[src/rtl/alu_mem_bridge.sv]
// alu_mem_bridge: sequenced byte-wide transfer engine between the ALU/register
// datapath and a byte-wide Memory.
//
// A store moves a DATA_WIDTH-bit word out one byte per cycle. A load assembles
// bytes read from Memory into a DATA_WIDTH-bit word. Both use a start/busy/done
// handshake. Bytes are little-endian: byte k goes to Addr+k, and the address
// wraps modulo 2^ADDR_WIDTH.
//
// Optional feature: define ALU_MEM_SIGNEXT_EN to add the Signed input. Loads
// shorter than a full word then sign-extend instead of zero-extend.
//
// Ports:
//   Clock, Reset             rising-edge clock; synchronous active-high reset
//   Start, Op, Size          request, 0=load/1=store, log2 byte count (clamped)
//   Addr, WData              base address and store data (latched at Start)
//   Signed                   sign-extend short loads (ALU_MEM_SIGNEXT_EN only)
//   Busy, Done               transfer in progress / one-cycle completion pulse
//   RData                    assembled load result, updated when a load completes
//   Mem_Address, Mem_Data    Memory address and write byte
//   Mem_WR, Mem_CS           write enable, active-low chip select
//   MemOut                   Memory read byte (combinational from Mem_Address)
module alu_mem_bridge #(
    parameter int unsigned DATA_WIDTH = 32,
    parameter int unsigned ADDR_WIDTH = 16
) (
    input  logic                  Clock,
    input  logic                  Reset,
    input  logic                  Start,
    input  logic                  Op,
    input  logic [1:0]            Size,
    input  logic [ADDR_WIDTH-1:0] Addr,
    input  logic [DATA_WIDTH-1:0] WData,
`ifdef ALU_MEM_SIGNEXT_EN
    input  logic                  Signed,
`endif
    input  logic [7:0]            MemOut,
    output logic                  Busy,
    output logic                  Done,
    output logic [DATA_WIDTH-1:0] RData,
    output logic [ADDR_WIDTH-1:0] Mem_Address,
    output logic [7:0]            Mem_Data,
    output logic                  Mem_WR,
    output logic                  Mem_CS
);

    localparam int unsigned BYTES = DATA_WIDTH / 8;
    // Wide enough to hold BYTES itself, not just BYTES-1.
    localparam int unsigned CNT_W = $clog2(BYTES) + 1;

    typedef enum logic [1:0] {StIdle, StXfer, StDone} state_e;

    state_e                  state_q;
    logic                    op_q;
    logic [CNT_W-1:0]        n_q;
    logic [CNT_W-1:0]        k_q;
    logic [ADDR_WIDTH-1:0]   addr_q;
    logic [DATA_WIDTH-1:0]   wdata_q;
    logic [DATA_WIDTH-1:0]   shadow_q;
`ifdef ALU_MEM_SIGNEXT_EN
    logic                    signed_q;
`endif

    logic [31:0]             req_cnt;
    logic [CNT_W-1:0]        start_n;
    logic                    start_take;
    logic                    last_byte;
    logic                    xfer;
    logic                    fill_bit;
    logic [DATA_WIDTH-1:0]   merged;
    logic [DATA_WIDTH-1:0]   ext_word;
    logic [7:0]              wbyte;

    always_comb begin
        req_cnt    = 32'd1 << Size;
        start_n    = (req_cnt > BYTES) ? CNT_W'(BYTES) : CNT_W'(req_cnt);
        // Start is only honoured when the engine is not mid-transfer.
        start_take = Start && (state_q != StXfer);
        last_byte  = (k_q == n_q - CNT_W'(1));
        xfer       = (state_q == StXfer);

        // Shadow with the byte arriving this cycle already merged in, so the
        // final byte lands in RData on the same edge that enters DONE.
        merged = shadow_q;
        wbyte  = 8'h00;
        for (int b = 0; b < int'(BYTES); b++) begin
            if (k_q == CNT_W'(b)) begin
                merged[8*b +: 8] = MemOut;
                wbyte            = wdata_q[8*b +: 8];
            end
        end

        fill_bit = 1'b0;
`ifdef ALU_MEM_SIGNEXT_EN
        for (int b = 0; b < int'(BYTES); b++) begin
            if (n_q == CNT_W'(b + 1)) fill_bit = signed_q & merged[8*b+7];
        end
`endif

        ext_word = merged;
        for (int b = 0; b < int'(BYTES); b++) begin
            if (CNT_W'(b) >= n_q) ext_word[8*b +: 8] = {8{fill_bit}};
        end
    end

    always_ff @(posedge Clock) begin
        if (Reset) begin
            state_q  <= StIdle;
            op_q     <= 1'b0;
            n_q      <= '0;
            k_q      <= '0;
            addr_q   <= '0;
            wdata_q  <= '0;
            shadow_q <= '0;
            Busy     <= 1'b0;
            Done     <= 1'b0;
            RData    <= '0;
`ifdef ALU_MEM_SIGNEXT_EN
            signed_q <= 1'b0;
`endif
        end else begin
            if (start_take) begin
                op_q     <= Op;
                n_q      <= start_n;
                k_q      <= '0;
                addr_q   <= Addr;
                wdata_q  <= WData;
                shadow_q <= '0;
`ifdef ALU_MEM_SIGNEXT_EN
                signed_q <= Signed;
`endif
            end
            unique case (state_q)
                StIdle: begin
                    Done <= 1'b0;
                    if (Start) begin
                        state_q <= StXfer;
                        Busy    <= 1'b1;
                    end
                end
                StXfer: begin
                    k_q <= k_q + CNT_W'(1);
                    if (!op_q) shadow_q <= merged;
                    if (last_byte) begin
                        state_q <= StDone;
                        Busy    <= 1'b0;
                        Done    <= 1'b1;
                        if (!op_q) RData <= ext_word;
                    end
                end
                StDone: begin
                    Done <= 1'b0;
                    if (Start) begin
                        state_q <= StXfer;
                        Busy    <= 1'b1;
                    end else begin
                        state_q <= StIdle;
                    end
                end
                default: begin
                    state_q <= StIdle;
                    Busy    <= 1'b0;
                    Done    <= 1'b0;
                end
            endcase
        end
    end

    // Reset forces the bus idle immediately so an in-flight write never commits.
    always_comb begin
        Mem_CS      = Reset | ~xfer;
        Mem_WR      = xfer & op_q & ~Reset;
        Mem_Data    = (xfer && op_q) ? wbyte : 8'h00;
        Mem_Address = xfer ? addr_q + ADDR_WIDTH'(k_q) : addr_q;
    end

endmodule

[config.mk]
export PLATFORM = sky130hd
export DESIGN_NAME = alu_mem_bridge
export DESIGN_NICKNAME = d
export VERILOG_FILES = /design/src/rtl/alu_mem_bridge.sv
export SDC_FILE = /design/constraint.sdc
export NUM_CORES = 1
export LEC_CHECK = 0
export CAP_MARGIN = 10
export CORE_ASPECT_RATIO = 1.4
export CORE_UTILIZATION = 63
export CTS_CLUSTER_SIZE = 28
export DETAILED_ROUTE_END_ITERATION = 12
export DONT_BUFFER_PORTS = 1
export PLACE_DENSITY = 0.79
export RECOVER_POWER = 100
export REMOVE_ABC_BUFFERS = 1
export SLEW_MARGIN = 20
export SYNTH_ARGS = -nofsm -noshare
export SYNTH_HDL_FRONTEND = slang
export SYNTH_SLANG_ARGS = --single-unit
[constraint.sdc]
create_clock -name Clock -period 2.9 [get_ports Clock]
set_input_delay 0.29 -clock Clock [delete_from_list [all_inputs] [get_ports Clock]]
set_output_delay 0.29 -clock Clock [all_outputs]
set_load 0.01 [all_outputs]
==> Word-level counts from Yosys, hierarchy flattened <==
Cells that the tools add are included.
{ "op_classes": {"n_reduce_logical": 10, "add_sub_neg": 3, "muxes": 27, "magnitude_cmp": 5, "n_shift": 1, "eq_ne": 10, "n_bitwise": 6} }
{ "op_table": {"columns": ["cell", "count"], "rows": [
  ["$mux 8", 13],
  ["$mux 32", 3],
  ["$gt 32x3->1 const B", 1],
  ["$shl 1x2->32 const A", 1],
  ["$add 16x3->16", 1],
  ["$mux 16", 1],
  ["$mux 3", 3],
  ["$eq 3x2->1 const B", 2],
  ["$ge 1x3->1 const A", 2],
  ["$ge 2x3->1 const A", 2],
  ["$pmux 2 s3", 1],
  ["$mux 2", 2],
  ["$ne 2x1->1 const B", 2],
  ["$ne 2x2->1 const B", 2],
  ["$reduce_and 2->1", 2],
  ["$reduce_or 2->1", 2],
  ["$add 3x1->3 const B", 1],
  ["$eq 3x1->1 const B", 1],
  ["$eq 3x3->1", 1],
  ["$logic_not 3->1", 1],
  ["$mux 1", 3],
  ["$not 1->1", 3],
  ["$reduce_and 3->1", 1],
  ["$sub 3x1->3 const B", 1],
  ["other kinds (8)", 10]
]} }
{ "word_totals": {"input_bits": 62, "elab_cells": 72, "output_inout_bits": 60, "reg_bits": 123} }

==> Logic depth before layout (Yosys ltp) <==
{ "depth": {"ltp_word": 6, "depth_mapped": 10, "mapped_depth_nobuf": 7} }

==> Worst setup path after synthesis <==
OpenSTA, ideal clock, no wires.
{ "synth_timing": {"path_type": "register to output", "startpoint": "register k_q[0]", "endpoint": "output port Mem_Data[6]", "path_slack_ns": 0.695, "path_buffers": 1, "required_ns": 2.610, "stages_incl_launch_ff": 6, "t_arrival_ns": 1.915, "cell_sequence": "dfxtp_1 -> ha_1 -> ha_1 -> buf_2 -> nor4_1 -> a22o_1"} }
{ "synth_between": {"elab_chain_cells": 6, "word_cells_on_any_way": 9, "classes_between": "3 x eq/ne; 5 x mux; 1 x reduce/logical"} }
{ "synth_rtl": {"columns": ["element", "line", "source"], "rows": [
  ["from (decl)", "55", "logic [CNT_W-1:0] k_q;"],
  ["from (signal assigned)", "141", "k_q <= k_q + CNT_W'(1);"],
  ["$logic_not 3->1", "86", "if (k_q == CNT_W'(b)) begin"],
  ["$mux 8 (3 in series)", "86", null],
  ["$mux 8 (*)", "86", null],
  ["$mux 8 (*)", "172", "Mem_Data = (xfer && op_q) ? wbyte : 8'h00;"],
  ["to (decl)", "41", "output logic [7:0] Mem_Data,"]
]} }
Mark *: on every way between the ends. The rest lies on a longest branch, timed or not.

==> Worst setup path in the final report <==
{ "layout_timing": {"startpoint": "register k_q[2]", "endpoint": "output port Mem_Address[5]"} }
{ "layout_between": {"elab_chain_cells": 2} }
{ "layout_rtl": {"columns": ["element", "line", "source"], "rows": [
  ["$add 16x3->16", "173", "Mem_Address = xfer ? addr_q + ADDR_WIDTH'(k_q) : addr_q;"],
  ["$mux 16", "173", null],
  ["to (decl)", "40", "output logic [ADDR_WIDTH-1:0] Mem_Address,"]
]} }
No other way between the ends.

==> metrics.csv <==
metric,value,unit
Routed Wire Length,12.66,mm
antenna violations before repair,0,
crit path to,Mem_Address[5],
initial core utilization,65.90,%
worst path cell trace,ha_1 > a211oi_1 > nor3_1 > and3_1 > xor2_1,
r2r endpoint,RData[0]$_SDFFE_PP0P_,
maximum clock rate,368.3,MHz
Die H,112.2,um
Fillers,637,
Port Buffers,0,
GRT Overall Usage,29.30,%
post-synthesis cell area,0.005466,mm^2
Synth async-reset ratio,0,%
gate count of the mapped netlist,666,
CTS Sinks,123,
Seq pwr share,42.7,%
initial DRC count,242,
synthesized flop and latch total,123,
post-route ant nets,0,
post-CTS resize count,0,
slew of the pin with the lowest slew margin,1013,ps
status,"complete, no violations",
Pre-antenna DRT Iters,5,
Worst Path Required,2610,ps
CTS tree,yes,
total negative slack,0,ps
multi-input logic area,0.002780,mm^2
CTS Buf Count,17,
kind of critical path,reg -> out,
vias,4509,
"top cells by area, synth","dfxtp_1 (45%), nand2_1 (10%), a21oi_1 (8.2%), mux2i_1 (7.5%), a211oi_1 (4.4%)",
I/O pin cnt,122,
DP Worst Slack,389.7,ps
GP Congestion,0.8213,
RSZ-0062 raised after global routing,no,
vias in the first global route,4421,
Synth cell types,35,
slowest cell on the critical path,nor3_1,
Worst Reg2Reg Path Length in Cells,6,
"Clk pin slew, worst setup/hold paths",50,ps
Post-synth EDFFs,0,
net switching power,987.1,uW
global route total overflow,0,
sequential fraction of the synthesis area,45.04,%
row cnt,39,
most frequent cells in the layout,"nand2_1 (146), dfxtp_1 (123), a21oi_1 (90), nor2_1 (61), mux2i_1 (41)",
Min-Delay Path Class,in -> reg,
minimum clock period,2715,ps
dpl hpwl,8.032,mm
WHS,15.68,ps
Core Region,0.008295,mm^2
Final nets,725,
layout cells sized above 1,5.589,%
cell taking the most area after synthesis,dfxtp_1,
"CP delay by family, top",simple AND/OR/NAND/NOR gates,
clock power share,49.0,%
H-tree depth,4,
ys flop type,dfxtp_1,
Pwr Density,699.4,mW/mm^2
switching share of power,23.17,%
DRC,0,
period utilization,93.64,%
worst-path fanout max,8,
max-cap violations,0,
post-synth top area share,45.04,%
via/cell ratio,5.902,
endpoints failing setup,0,
crit end category,output port,
antenna cells,0,
CP Depth,5,
part of the power in combinational logic,8.3,%
Setup crit start,k_q[2]$_SDFFE_PP0P_,
arrival time at the worst endpoint,2430,ps
mean cell area of the mapped netlist,8.208,um^2
Wirelength per Cell,16.57,um
final hold vios,0,
register area,0.002462,mm^2
first-pass GRT wire length,20.49,mm
Area Growth Syn to Fin,11.44,%
maximum VDD drop,0.0005036,V
pins over their slew limit,0,
CTS root buf,clkbuf_16,
max incr delay on CP,640,ps
CTS Buffer Depth,2,
"commonest non-fill, non-tap cell in the layout",nand2_1,
worst skew pair latency,410,ps
Leakage,2.399,nW
Internal,3.274,mW
largest net degree at the start of global routing,91,
"Buf+Inv Stages, Crit Path",0,
r2r setup slk,340,ps
Die W,80.73,um
crit start category,flip-flop,
Die ar.,0.009059,mm^2
worst r2r src,k_q[1]$_SDFFE_PP0P_,
synth warn,0,
max_slew headroom,32.35,%
slack of the critical path,184.5,ps
clk_skew,5.568,ps
## power groups by stage
stage / sequential [mW] / clock (mW) / combinational, mW
2_1_floorplan: 1.84 / 0 / 0.259
3_3_place_gp: 1.85 / 0 / 0.316
3_5_place_dp: 1.85 / 0 / 0.328
4_1_cts: 1.82 / 2.11 / 0.354
5_1_grt: 1.83 / 2.19 / 0.393
6_report: 1.82 / 2.09 / 0.354
## layer usage
layer	track usage (%)	share of wire (%)	vias up
met1	32.06	40	2097
met3	10.33	7.0	25
li1	-	-	2240
met2	49.66	51	147
met4	13.69	2.7	0
met5	0	0	-
## layout make-up
type	instances	area share [%]
repair buffers	10	1.561
flip-flops and latches	123	40.42
inverters	11	0.6778
clock inverters	8	1.931
clock buffers	23	7.681
multi-input cells	487	45.64
well taps	102	2.095
## metrics by stage
| stage | total power [mW] | std cells | utilization, % | area [um^2] |
|---|---|---|---|---|
| after floorplan | 2.096 | 621 | - | 5278 |
| after global placement | 2.162 | 731 | 66.23 | 5494 |
| after detailed placement | 2.178 | 731 | 66.23 | 5494 |
| after CTS | 4.284 | 763 | 73.62 | 6107 |
| after global routing | 4.409 | 764 | 73.44 | 6092 |
| final | 4.261 | 764 | 73.44 | 6092 |
## how the worst min path moves through the flow
stage               startpoint                       end  slack [ps]  cells after the start
floorplan                Reset         Busy$_SDFFE_PP0P_         360                      1
global placement         Reset   addr_q[10]$_SDFFE_PP0P_         370                      1
detailed placement       Reset   addr_q[10]$_SDFFE_PP0P_         370                      1
CTS                    Size[1]       n_q[2]$_SDFFE_PP0P_           2                      2
global route         WData[29]  wdata_q[29]$_SDFFE_PP0P_           4                      2
finish               WData[27]  wdata_q[27]$_SDFFE_PP0P_          20                      2
## sequential cells by signal, summed over array words and instances, names as in the netlist
register,count
RData,32
shadow_q,32
wdata_q,32
addr_q,16
k_q,3
n_q,3
state_q,2
Busy,1
Done,1
op_q,1
## cells by family (layout without fill, tap and decap cells)
logic type               Yosys count  in the layout  share of synthesized area (%)
flip-flops                       123            123                          45.04
XOR/XNOR                          17             17                          2.724
AO/OA/AOI/OAI                    145            145                          15.54
AND/OR/NAND/NOR                  271            271                          21.86
multiplexers                      41             41                          7.507
buffers and inverters             56             52                          4.211
adder cells (fa/ha/maj)           13             13                          3.113
## cell usage after synthesis (8+ instances only)
library cell	count
a22o_1	8
ha_1	12
a21oi_1	90
inv_1	10
or3_1	25
and3b_1	8
xnor2_1	12
clkbuf_1	36
nor2_1	61
mux2i_1	41
o21ai_0	10
nand2_1	146
a211oi_1	32
dfxtp_1	123
## timing repair
item                      CTS  global route
buffers inserted            0             0
hold buffers                1             1
hold endpoints to repair   90             1
Power figures use the tool's default switching activity.
